**src/rtl/lse_acc_ctrl.sv**
```systemverilog
// lse_acc_ctrl: sequences one lse_add stage over a vector of log-domain
// elements, accumulating the LSE sum and presenting it on an output handshake.
module lse_acc_ctrl #(
    parameter int WIDTH       = 24,
    parameter int VEC_LEN_MAX = 64,
    parameter int CNT_W       = $clog2(VEC_LEN_MAX + 1),
    parameter int TIMEOUT_CYC = 15
) (
    input  logic             i_clk,
    input  logic             i_rst,
    input  logic             i_start,
    input  logic [CNT_W-1:0] i_length,
    input  logic             i_in_valid,
    input  logic [WIDTH-1:0] i_in_data,
    output logic             o_in_ready,
    output logic             o_add_enable,
    output logic [WIDTH-1:0] o_add_a,
    output logic [WIDTH-1:0] o_add_b,
    output logic [1:0]       o_add_mode,
    input  logic [WIDTH-1:0] i_add_result,
    input  logic             i_add_valid,
    output logic             o_busy,
    output logic             o_out_valid,
    output logic [WIDTH-1:0] o_out_data,
    input  logic             i_out_ready,
    output logic             o_error
);

    localparam int TMR_W = $clog2(TIMEOUT_CYC + 1);

    localparam logic [WIDTH-1:0] NEG_INF  = {1'b1, {(WIDTH-1){1'b0}}};
    localparam logic [CNT_W-1:0] LEN_MAX  = CNT_W'(VEC_LEN_MAX);
    localparam logic [TMR_W-1:0] TMR_LAST = TMR_W'(TIMEOUT_CYC - 1);

    typedef enum logic [1:0] {
        S_IDLE,
        S_LOAD,
        S_WAIT,
        S_DONE
    } state_t;

    state_t state;
    state_t state_nxt;

    logic [WIDTH-1:0] acc;
    logic [CNT_W-1:0] cnt;
    logic [CNT_W-1:0] len;
    logic [TMR_W-1:0] timer;
    logic             add_enable;
    logic [WIDTH-1:0] add_a;
    logic [WIDTH-1:0] add_b;
    logic             error;

    logic [CNT_W-1:0] len_clamped;
    logic [CNT_W-1:0] cnt_inc;
    logic             start_acc;
    logic             in_fire;
    logic             add_done;
    logic             timeout;

    assign len_clamped = (i_length > LEN_MAX) ? LEN_MAX : i_length;
    assign cnt_inc     = cnt + CNT_W'(1);

    // State register; reset aborts any reduction in flight.
    always_ff @(posedge i_clk) begin
        if (i_rst) begin
            state <= S_IDLE;
        end else begin
            state <= state_nxt;
        end
    end

    // Next-state decode and per-state event strobes.
    always_comb begin
        state_nxt = state;
        start_acc = 1'b0;
        in_fire   = 1'b0;
        add_done  = 1'b0;
        timeout   = 1'b0;
        unique case (state)
            S_IDLE: begin
                if (i_start) begin
                    start_acc = 1'b1;
                    state_nxt = (len_clamped == '0) ? S_DONE : S_LOAD;
                end
            end
            S_LOAD: begin
                if (i_in_valid) begin
                    in_fire   = 1'b1;
                    state_nxt = S_WAIT;
                end
            end
            S_WAIT: begin
                if (i_add_valid) begin
                    add_done  = 1'b1;
                    state_nxt = (cnt_inc == len) ? S_DONE : S_LOAD;
                end else if (timer == TMR_LAST) begin
                    timeout   = 1'b1;
                    state_nxt = S_DONE;
                end
            end
            S_DONE: begin
                if (i_out_ready) begin
                    state_nxt = S_IDLE;
                end
            end
            default: begin
                state_nxt = S_IDLE;
            end
        endcase
    end

    // Accumulator, counters, adder operands and the sticky timeout flag.
    always_ff @(posedge i_clk) begin
        if (i_rst) begin
            acc        <= NEG_INF;
            cnt        <= '0;
            len        <= '0;
            timer      <= '0;
            add_enable <= 1'b0;
            add_a      <= '0;
            add_b      <= '0;
            error      <= 1'b0;
        end else begin
            add_enable <= in_fire;
            if (start_acc) begin
                len   <= len_clamped;
                acc   <= NEG_INF;
                cnt   <= '0;
                error <= 1'b0;
            end
            if (in_fire) begin
                add_a <= acc;
                add_b <= i_in_data;
                timer <= '0;
            end
            if (state == S_WAIT && !add_done) begin
                timer <= timer + TMR_W'(1);
            end
            if (add_done) begin
                acc <= i_add_result;
                cnt <= cnt_inc;
            end
            if (timeout) begin
                error <= 1'b1;
            end
        end
    end

    assign o_in_ready   = (state == S_LOAD);
    assign o_busy       = (state != S_IDLE);
    assign o_out_valid  = (state == S_DONE);
    assign o_out_data   = (state == S_DONE) ? acc : '0;
    assign o_add_enable = add_enable;
    assign o_add_a      = add_a;
    assign o_add_b      = add_b;
    assign o_add_mode   = 2'b00;
    assign o_error      = error;

endmodule
```
**config.mk**
```make
export PLATFORM = sky130hd
export DESIGN_NAME = lse_acc_ctrl
export DESIGN_NICKNAME = d
export VERILOG_FILES = /design/src/rtl/lse_acc_ctrl.sv
export SDC_FILE = /design/constraint.sdc
export NUM_CORES = 1
export LEC_CHECK = 0
export BUFFER_PORTS_ARGS = -buffer_cell sky130_fd_sc_hd__buf_2
export CAP_MARGIN = 20
export CELL_PAD_IN_SITES_DETAIL_PLACEMENT = 1
export CELL_PAD_IN_SITES_GLOBAL_PLACEMENT = 1
export CORE_MARGIN = 2
export CORE_UTILIZATION = 31
export CTS_CLUSTER_SIZE = 40
export DETAILED_ROUTE_END_ITERATION = 10
export PLACE_DENSITY_LB_ADDON = 0.1
export REMOVE_ABC_BUFFERS = 1
export SLEW_MARGIN = 30
export SYNTH_ARGS = -nofsm -noshare
export SYNTH_HDL_FRONTEND = slang
export SYNTH_SLANG_ARGS = --single-unit
```
**constraint.sdc**
```tcl
create_clock -name i_clk -period 1.7 [get_ports i_clk]
set_clock_uncertainty 0.05 [all_clocks]
set_input_delay 0.255 -clock i_clk [delete_from_list [all_inputs] [get_ports i_clk]]
set_output_delay 0.255 -clock i_clk [all_outputs]
set_load 0.02 [all_outputs]
```
Word-level counts from Yosys, hierarchy flattened
Cells that the tools add are included.
W data, S select, Z words.

operators by class
  $add $sub $neg = 2
  order comparisons = 1
  eq/ne operators = 9
  muxes and demuxes = 27
  reductions and logical operators = 9

operators with widths
  kind                   count
  $mux W24               3
  $mux W7                3
  $mux W2                7
  $mux W1                11
  $mux W4                2
  $pmux W2 S4            1
  $reduce_bool A2 Y1     4
  $add A7 B1 Y7 const B  1
  $eq A7 B7 Y1           1
  $gt A7 B7 Y1 const B   1
  $logic_not A7 Y1       1
  $add A4 B1 Y4 const B  1
  $eq A2 B2 Y1 const B   2
  $eq A4 B4 Y1 const B   1
  $ne A2 B2 Y1 const B   2
  $reduce_and A4 Y1      1
  $ne A3 B3 Y1 const B   1
  $eq A2 B1 Y1 const B   1
  $logic_not A2 Y1       1
  $ne A2 B1 Y1 const B   1
  $logic_and A1 B1 Y1    1
  $logic_not A1 Y1       1

storage, ports and cells
  register bits after elaboration = 94
  input bits = 61
  word-level logic and storage cells = 57

Logic depth before layout (Yosys ltp)
Gate-level depths: netlist of the first run.

  depth after elaboration = 6
  mapped depth = 7
  mapped depth without buffers = 6

Worst setup path after synthesis of the first run
OpenSTA, ideal clock, no wires.

  path type = reg2reg
  start = register cnt[0]
  end = register state[1]
  data arrival time = 1.469 ns
  setup slack = 0.043 ns
  stages on the path, launching flop included = 7
  period minus slack after synthesis = 1.657 ns
  cell sequence = dfxtp_1 ha_1 and2_1 and2b_1 o311a_1 o2111ai_1 a221oi_1

on the way
  longest elaborated chain between the ends = 5

RTL lines
  element                   RTL line  RTL
  start: declaration        46        logic [CNT_W-1:0] cnt;
  start signal: assignment  142       cnt <= cnt_inc;
  $add A7 B1 Y7             62        assign cnt_inc = cnt + CNT_W'(1);
  $eq A7 B7 Y1              96        state_nxt = (cnt_inc == len) ? S_DONE : S_LOAD;
  $mux W2                   96
  $mux W2                   94        if (i_add_valid) begin
  $pmux W2 S4               80        unique case (state)
  end signal: assignment    69        state <= state_nxt;
  end: declaration          42        state_t state;

Every way passes these cells.
A chain may end at the register's enable or synchronous reset.

Worst setup path after layout of the first run
Same ends and word-level chain as after synthesis.

==> flow_metrics.tcl, run 1 <==
set metrics [dict create \
    status "finished, violations left" \
    violations "negative setup slack" \
    hold_depth 3 \
    core_area_mm2 0.0120 \
    grt_overflow 0 \
    ys_warn_count 0 \
    min_path_type "in -> reg" \
    grt_usage_pct 18.3 \
    postCtsSetupRepairBufs 0 \
    hold_end "o_add_b[11]$_SDFFE_PP0P_" \
    hold_viol 0 \
    setup_slack_ns -0.00995 \
    avgSynthCellArea_um2 8.09 \
    pwr_density_cell_mw_per_mm2 978 \
    holdCritStartpoint "i_in_data[11]" \
    initial_core_util_pct 31.7 \
    finalCritPeriodShare_pct 101 \
    worstSetupEndpointType "flip-flop" \
    numCtsBuffers 9 \
    num_vias 3759 \
    yosysUniqueCellTypes 38 \
    synth-seq-cells 94 \
    antenna_found_initial 1 \
    fin_util_pct 42.1 \
    cp.required_ns 1.90 \
    rows 40 \
    io_pins 140 \
    io_buffer_count 137 \
    cts-htree-levels 3 \
    stdcell_count 751 \
    die_area_mm2 0.0131 \
    cts_sinks 94 \
    fmax_mhz 585 \
    area_growth_pct 32.9 \
    path_clk_slew_ns 0.06 \
    critPathBufInv 0 \
    fin_crit_ns 1.71 \
    grt_pass1_wl_um 18700 \
    critPathMaxFanout 2 \
    initialDrtViolationCount 161 \
    detail_route.wl_per_cell_um 15.5 \
    r2r_end "state[1]$_SDFFE_PP0P_" \
    dieWidth_um 115 \
    clkLatencyLatePin_ns 0.35 \
    reg2regPathDepth 5 \
    clockBufferDepth 2 \
    cts_root_buf "clkbuf_16" \
    critPathLaunchType "flip-flop" \
    path_cells "ha_1, xor2_1, nor4_2, o2111ai_2, a221oi_1" \
    grt_pass1_vias 3756 \
    crit_path_top_delay_cell "ha_1" \
    dr.pass1.iters 4 \
    p_leak_nw 2.25 \
    path_class "reg -> reg" \
    fin_nets 663 \
    hpwl_um 8120 \
    routed_wirelength_um 11600 \
    pre_cts_slack_ns 0.0000490 \
    synth_area_mm2 0.00379 \
    grt_max_degree 50 \
    setup_violations 1 \
    holdWs_ns 0.0963 \
    drive_gt1_share_pct 30.5 \
    drc 0 \
    r2r_slack_ns -0.01 \
    cts_tree "done" \
    r2r-start "cnt[0]$_SDFFE_PP0P_" \
    critical_path.top_delay_family "compound AO/OA/AOI/OAI gates" \
    rsz0062_at_grt "yes" \
    seq_area_frac_synth_pct 49.6 \
    dp.cells 735 \
    max_stage_delay_ns 0.33 \
    ant_nets 0 \
    cp.arrival_ns 1.91 \
    place_congestion 0.802 \
    die_h_um 115 \
    synth_cells 469 \
    cap_violations 0 \
    slew_violations 0 \
    tns_ns -0.00995 \
    viasPerCell 5.01 \
    ir_drop_mv 0.370 \
]
==> synthesized netlist by cell type <==
master | instances | share of area, %
a41oi_1 | 1 | 0.23
a22oi_1 | 24 | 4.8
nor4_1 | 2 | 0.33
nor3_1 | 3 | 0.40
nand4b_1 | 1 | 0.23
nand2b_1 | 1 | 0.17
or2_2 | 3 | 0.49
xnor2_1 | 7 | 1.6
o311a_1 | 1 | 0.26
o21ai_0 | 7 | 0.92
nor2_1 | 41 | 4.1
a211oi_1 | 2 | 0.40
o2111ai_1 | 1 | 0.23
o31ai_1 | 1 | 0.20
or4_1 | 1 | 0.20
clkbuf_1 | 25 | 2.5
buf_2 | 10 | 1.3
nand3_1 | 5 | 0.66
o21bai_1 | 1 | 0.20
dfxtp_1 | 94 | 50
and2_1 | 5 | 0.82
nand2b_4 | 1 | 0.36
a221oi_1 | 1 | 0.23
a21oi_1 | 66 | 8.7
and2b_1 | 1 | 0.20
inv_1 | 2 | 0.20
buf_4 | 3 | 0.59
or2_1 | 1 | 0.17
nor2_2 | 1 | 0.17
mux2i_1 | 2 | 0.53
nand3b_1 | 8 | 1.6
nor2b_1 | 1 | 0.17
and3_1 | 26 | 4.3
nand2_1 | 109 | 11
conb_1 | 1 | 0.099
ha_1 | 3 | 0.99
xor2_1 | 3 | 0.69
or3_1 | 4 | 0.66
==> how the worst max path moves through the flow <==
stage                             to  slack [ns]             startpoint  depth (start not counted)
6_report       state[1]$_SDFFE_PP0P_       -0.01    cnt[0]$_SDFFE_PP0P_                          5
5_1_grt                o_out_data[7]       -0.05  state[1]$_SDFFE_PP0P_                          3
4_1_cts        state[1]$_SDFFE_PP0P_       0.007    cnt[1]$_SDFFE_PP0P_                          6
3_5_place_dp   state[1]$_SDFFE_PP0P_     0.00005    cnt[0]$_SDFFE_PP0P_                          6
3_3_place_gp   state[1]$_SDFFE_PP0P_        0.04    cnt[0]$_SDFFE_PP0P_                          6
2_1_floorplan  timer[3]$_SDFFE_PP0P_       -1.29  state[0]$_SDFFE_PP0P_                          5
==> stage by stage <==
| stage | power [W] | instance area [um^2] |
|---|---|---|
| 2_1_floorplan | 0.00269 | 3630 |
| 3_5_place_dp | 0.00308 | 4730 |
| 5_1_grt | 0.00518 | 5040 |
| 4_1_cts | 0.00501 | 5020 |
| 6_report | 0.00493 | 5040 |
| 3_3_place_gp | 0.00306 | 4730 |
==> registers in the layout, summed over array words and instances, names as in the netlist <==
signal / flops
acc: 24
cnt: 7
len: 7
o_add_a: 24
o_add_b: 24
o_add_enable: 1
o_error: 1
state: 2
timer: 4
==> cell type report <==
cell class	count	area [um^2]
diodes	1	2.50
multi-input cells	336	1780
fillers	1465	6920
clock inverters	4	22.5
flip-flops and latches	94	1880
well taps	147	184
inverters	2	7.51
repair buffers	156	911
clock buffers	11	253
==> cell families after synthesis <==
| logic type | count (synthesis) | synth area share, % |
|---|---|---|
| buf+inv | 40 | 4.59 |
| flops | 94 | 49.6 |
| simple gates | 214 | 25.7 |
| fa+ha+maj | 3 | 0.990 |
| compound gates | 105 | 16.1 |
| xor+xnor | 10 | 2.31 |
| mux | 2 | 0.528 |
| other cells | 1 | 0.0989 |
==> metal layers <==
layer | part of all wire [%] | GRT usage (%) | up-vias
li1 | - | - | 1842
met1 | 45 | 22.7 | 1798
met2 | 48 | 30.7 | 105
met3 | 5.3 | 4.34 | 14
met4 | 1.9 | 6.83 | 0
met5 | 0 | 0 | -
==> worst register-to-register path, cell delays in order, from the launching register on <==
cell	delay [ns]
dfxtp_1	0.32
ha_1	0.33
xor2_1	0.17
nor4_2	0.29
o2111ai_2	0.18
a221oi_1	0.28
==> placed cells by master, fill, tap and decap left out, types with 2 or more instances in the layout <==
| cell | count |
|---|---|
| a21oi_1 | 66 |
| a211oi_1 | 2 |
| xor2_1 | 3 |
| a22oi_1 | 24 |
| nor3_1 | 3 |
| ha_1 | 3 |
| nor2_1 | 38 |
| conb_1 | 2 |
| nor2_2 | 3 |
| nand3b_1 | 8 |
| clkbuf_16 | 9 |
| mux2i_1 | 2 |
| buf_4 | 11 |
| nand3_1 | 4 |
| inv_1 | 2 |
| buf_2 | 137 |
| or2_2 | 3 |
| buf_12 | 6 |
| o21ai_0 | 6 |
| or3_1 | 4 |
| nand2_1 | 109 |
| and3_1 | 26 |
| clkbuf_8 | 2 |
| clkinv_2 | 3 |
| buf_6 | 2 |
| dfxtp_1 | 93 |
| and2_1 | 5 |
| xnor2_1 | 6 |
==> what timing repair did <==
action / in CTS / in global routing
hold buffers: 0 / 0
pin swaps: 0 / 1
gates resized for setup: 4 / 4
setup endpoints to repair: 24 / 24
==> report_power, final <==
part | total (W) | leakage [nW] | switching (W) | internal, W
registers | 0.00233 | 0.761 | 0.0000526 | 0.00227
logic | 0.000700 | 1.35 | 0.000433 | 0.000267
clock network | 0.00190 | 0.137 | 0.000848 | 0.00106
total | 0.00493 | 2.25 | 0.00133 | 0.00360
Note: power is estimated with default switching activity, not from simulation.
==> run 2: changes to the inputs <==
- PLACE_DENSITY: unset -> 0.76
- PLACE_DENSITY_LB_ADDON: 0.1 -> unset
==> flow_metrics.tcl, run 2 (synthesized netlist as in run 1, its figures left out) <==
set metrics [dict create \
    setup_violations 0 \
    stdcell_count 751 \
    grt_max_degree 95 \
    mostFrequentLayoutCells "137 x buf_2, 109 x nand2_1, 88 x dfxtp_1" \
    hold_viol 0 \
    crit_path_top_delay_cell "dfxtp_4" \
    worstSetupEndpointType "output pin" \
    area_growth_pct 34.9 \
    slew_violations 0 \
    hold_end "o_add_b[15]$_SDFFE_PP0P_" \
    cp.arrival_ns 1.34 \
    rsz0062_at_grt "no" \
    cts_sinks 94 \
    path_clk_slew_ns 0.07 \
    fin_crit_ns 1.64 \
    num_vias 3747 \
    routed_wirelength_um 11700 \
    critPathMaxFanout 20 \
    dr.pass1.iters 4 \
    die_h_um 115 \
    initial_core_util_pct 31.7 \
    pwr_density_cell_mw_per_mm2 1020 \
    grt_overflow 0 \
    dp.cells 735 \
    numCtsBuffers 9 \
    clockBufferDepth 2 \
    path_cells "buf_12, or2_2, buf_2" \
    grt_pass1_wl_um 18600 \
    drc 0 \
    dieWidth_um 115 \
    pre_cts_slack_ns 0.00394 \
    r2r-start "cnt[0]$_SDFFE_PP0P_" \
    io_pins 140 \
    r2r_end "state[1]$_SDFFE_PP0P_" \
    fmax_mhz 609 \
    holdCritStartpoint "i_in_data[15]" \
    cts_tree "done" \
    n_antenna_cell 0 \
    finalCritPeriodShare_pct 96.6 \
    cap_violations 0 \
    ir_drop_mv 0.595 \
    hold_depth 3 \
    mostFrequentLayoutCell "buf_2" \
    clkLatencyLatePin_ns 0.34 \
    ant_nets 0 \
    p_leak_nw 2.27 \
    cp.required_ns 1.39 \
    setup_slack_ns 0.0574 \
    cts-htree-levels 3 \
    cts_root_buf "clkbuf_16" \
    initialDrtViolationCount 171 \
    max_stage_delay_ns 0.38 \
    grt_pass1_vias 3775 \
    place_congestion 0.839 \
    grt_usage_pct 18.1 \
    io_buffer_count 137 \
    postCtsSetupRepairBufs 0 \
    critPathLaunchType "flip-flop" \
    reg2regPathDepth 6 \
    drive_gt1_share_pct 31.8 \
    fin_nets 663 \
    path_class "reg -> out" \
    detail_route.wl_per_cell_um 15.6 \
    antenna_found_initial 0 \
    core_area_mm2 0.0120 \
    min_path_type "in -> reg" \
    fillers 1465 \
    r2r_slack_ns 0.07 \
    viasPerCell 4.99 \
    hpwl_um 8000 \
    status "completed" \
    holdWs_ns 0.0931 \
    die_area_mm2 0.0131 \
    rows 40 \
    postCtsHoldBufs 0 \
]
## run 2: cell types whose count changed in the layout (fill, tap and decap cells not counted), sizes merged
cell      before  now
bufinv         0    2
clkinvlp       1    0
diode          1    0
## run 2: cell type report
| type | count | area (um^2) | share of cell area (%) |
|---|---|---|---|
| timing repair buffer | 156 | 903 | 17.7 |
| clock inverter | 5 | 82.6 | 1.61 |
| multi-input combinational | 336 | 1800 | 35.2 |
| inverter | 2 | 7.51 | 0.147 |
| clock buffer | 11 | 243 | 4.75 |
| sequential | 94 | 1890 | 37.0 |
| tap | 147 | 184 | 3.60 |
## run 2: layer usage
layer  share of wire, %  track usage, %
met1                 44            21.9
met2                 50            30.8
met3                4.7            4.66
met4                1.5            6.50
met5                  0               0
## run 2: how the worst max path moves through the flow
stage                                from               endpoint  slack (ns)  cells past startpoint
finish              state[1]$_SDFFE_PP0P_                 o_busy        0.06                      3
global placement      cnt[0]$_SDFFE_PP0P_  state[1]$_SDFFE_PP0P_        0.04                      6
floorplan           state[0]$_SDFFE_PP0P_  timer[3]$_SDFFE_PP0P_       -1.29                      5
CTS                   cnt[0]$_SDFFE_PP0P_  state[1]$_SDFFE_PP0P_        0.02                      6
detailed placement    cnt[0]$_SDFFE_PP0P_  state[1]$_SDFFE_PP0P_       0.004                      6
global route        state[1]$_SDFFE_PP0P_                 o_busy       0.006                      3
## run 2: where the power goes
group	internal (W)	total, W	switching (W)
clock	0.00133	0.00219	0.000862
combinational	0.000275	0.000710	0.000435
sequential	0.00228	0.00233	0.0000554
## run 2: through the flow
step	area [um^2]	utilization [%]	power (W)	TNS (ns)
2_1_floorplan	3630	-	0.00269	-91.72
3_3_place_gp	4730	39.5	0.00307	0
3_5_place_dp	4730	39.5	0.00309	0
4_1_cts	5060	42.3	0.00530	0
5_1_grt	5110	42.8	0.00547	0
6_report	5110	42.8	0.00523	0
## run 2: critical path, delay by kind of cell, from the launching register on
kind / cells / cell delay (ns)
flip-flops: 1 / 0.38
buffers and inverters: 2 / 0.32
AND/OR/NAND/NOR: 1 / 0.28
## run 2: what timing repair did
item,4_1_cts,5_1_grt
gates resized for setup,3,12
gates cloned,0,0
pin swaps,0,4
setup endpoints to repair,27,3
==> run 3: changes to the inputs <==
- PLACE_DENSITY: 0.76 -> unset
- PLACE_DENSITY_LB_ADDON: unset -> 0.15
==> flow_metrics.tcl, run 3 (synthesized netlist as in run 1, its figures left out) <==
set metrics [dict create \
    io_pins 140 \
    grt_overflow 0 \
    ant_nets 0 \
    drc 0 \
    cts_tree "done" \
    cap_violations 0 \
    grt_pass1_wl_um 18200 \
    place_congestion 0.745 \
    cts-htree-levels 3 \
    rsz0062_at_grt "no" \
    postCtsSetupRepairBufs 0 \
    tns_ns 0 \
    drive_gt1_share_pct 30.7 \
    mostFrequentLayoutCells "137 x buf_2, 109 x nand2_1, 90 x dfxtp_1" \
    grt_max_degree 95 \
    hpwl_um 7840 \
    hold_viol 0 \
    dieWidth_um 115 \
    detail_route.wl_per_cell_um 15.3 \
    holdWs_ns 0.0942 \
    min_path_type "in -> reg" \
    core_area_mm2 0.0120 \
    initial_core_util_pct 31.7 \
    path_class "reg -> out" \
    numCtsBuffers 9 \
    clockBufferDepth 2 \
    p_leak_nw 2.23 \
    pwr_density_cell_mw_per_mm2 985 \
    finalCritPeriodShare_pct 96.9 \
    fin_crit_ns 1.65 \
    rows 40 \
    grt_pass1_vias 3602 \
    status "completed" \
    finish.instance_area_mm2 0.00505 \
    viasPerCell 4.91 \
    die_area_mm2 0.0131 \
    num_vias 3679 \
    die_h_um 115 \
    path_clk_slew_ns 0.06 \
    mostFrequentLayoutCell "buf_2" \
    cts_root_buf "clkbuf_16" \
    setup_slack_ns 0.0524 \
    cts_sinks 94 \
    antenna_found_initial 0 \
    grt_usage_pct 17.7 \
    area_growth_pct 33.1 \
    ir_drop_mv 0.579 \
    cp.required_ns 1.39 \
    routed_wirelength_um 11500 \
    critPathLaunchType "flip-flop" \
    cp.arrival_ns 1.34 \
    fin_nets 662 \
    clkLatencyLatePin_ns 0.34 \
    io_buffer_count 137 \
    critPathMaxFanout 26 \
    stdcell_count 750 \
    pre_cts_slack_ns -0.00528 \
    slew_violations 0 \
    n_antenna_cell 0 \
    fillers 1478 \
    dp.cells 734 \
    setup_violations 0 \
    dr.pass1.iters 4 \
    dpl_cell_area_mm2 0.00468 \
    fmax_mhz 607 \
    initialDrtViolationCount 128 \
    worstSetupEndpointType "output pin" \
]
-- run 3: cell type report --
| type | count | area [um^2] | share of cell area (%) |
|---|---|---|---|
| Clock inverter | 1 | 30.0 | 0.595 |
| Clock buffer | 15 | 248 | 4.91 |
| Inverter | 2 | 7.51 | 0.149 |
| Tap cell | 147 | 184 | 3.64 |
| Timing Repair Buffer | 155 | 870 | 17.2 |
| Multi-Input combinational cell | 336 | 1820 | 36.1 |
| Sequential cell | 94 | 1890 | 37.4 |
-- run 3: timing repair --
| action | CTS | global route |
|---|---|---|
| resized for setup | 5 | 12 |
| setup endpoints to repair | 24 | 18 |
| hold buffers | 0 | 0 |
| pin swaps | 0 | 4 |
-- run 3: routing by layer --
layer,vias to the layer above,global-route usage [%],wire length [um]
met5,-,0,0
li1,1837,-,-
met1,1740,22.8,5440
met3,9,3.86,545
met2,93,28.8,5380
met4,0,6.99,129
-- run 3: worst paths after layout --
| path | startpoint | end | slack [ns] | depth (start not counted) |
|---|---|---|---|---|
| worst max register to register | cnt[0]$_SDFFE_PP0P_ | state[1]$_SDFFE_PP0P_ | 0.07 | 6 |
| worst min register to register | o_add_b[15]$_SDFFE_PP0P_ | o_add_b[15]$_SDFFE_PP0P_ | 0.40 | 2 |
| worst max-delay path | state[0]$_SDFFE_PP0P_ | o_busy | 0.05 | 3 |
| worst min-delay path | i_in_data[19] | o_add_b[19]$_SDFFE_PP0P_ | 0.09 | 3 |
-- run 3: worst max-delay path: stages (launching register included) --
cell and delay, ns:
dfxtp_2 0.36, buf_8 0.18, or2_2 0.29, buf_2 0.16
-- run 3: power breakdown --
group / internal (W) / switching (W)
logic: 0.000258 / 0.000438
registers: 0.00228 / 0.0000532
clock network: 0.00114 / 0.000800
-- run 3: metrics by stage --
stage | util, % | power [W]
global route | 42.2 | 0.00521
global placement | 39.2 | 0.00304
CTS | 41.6 | 0.00503
finish | 42.2 | 0.00497
floorplan | - | 0.00269
detailed placement | 39.2 | 0.00305
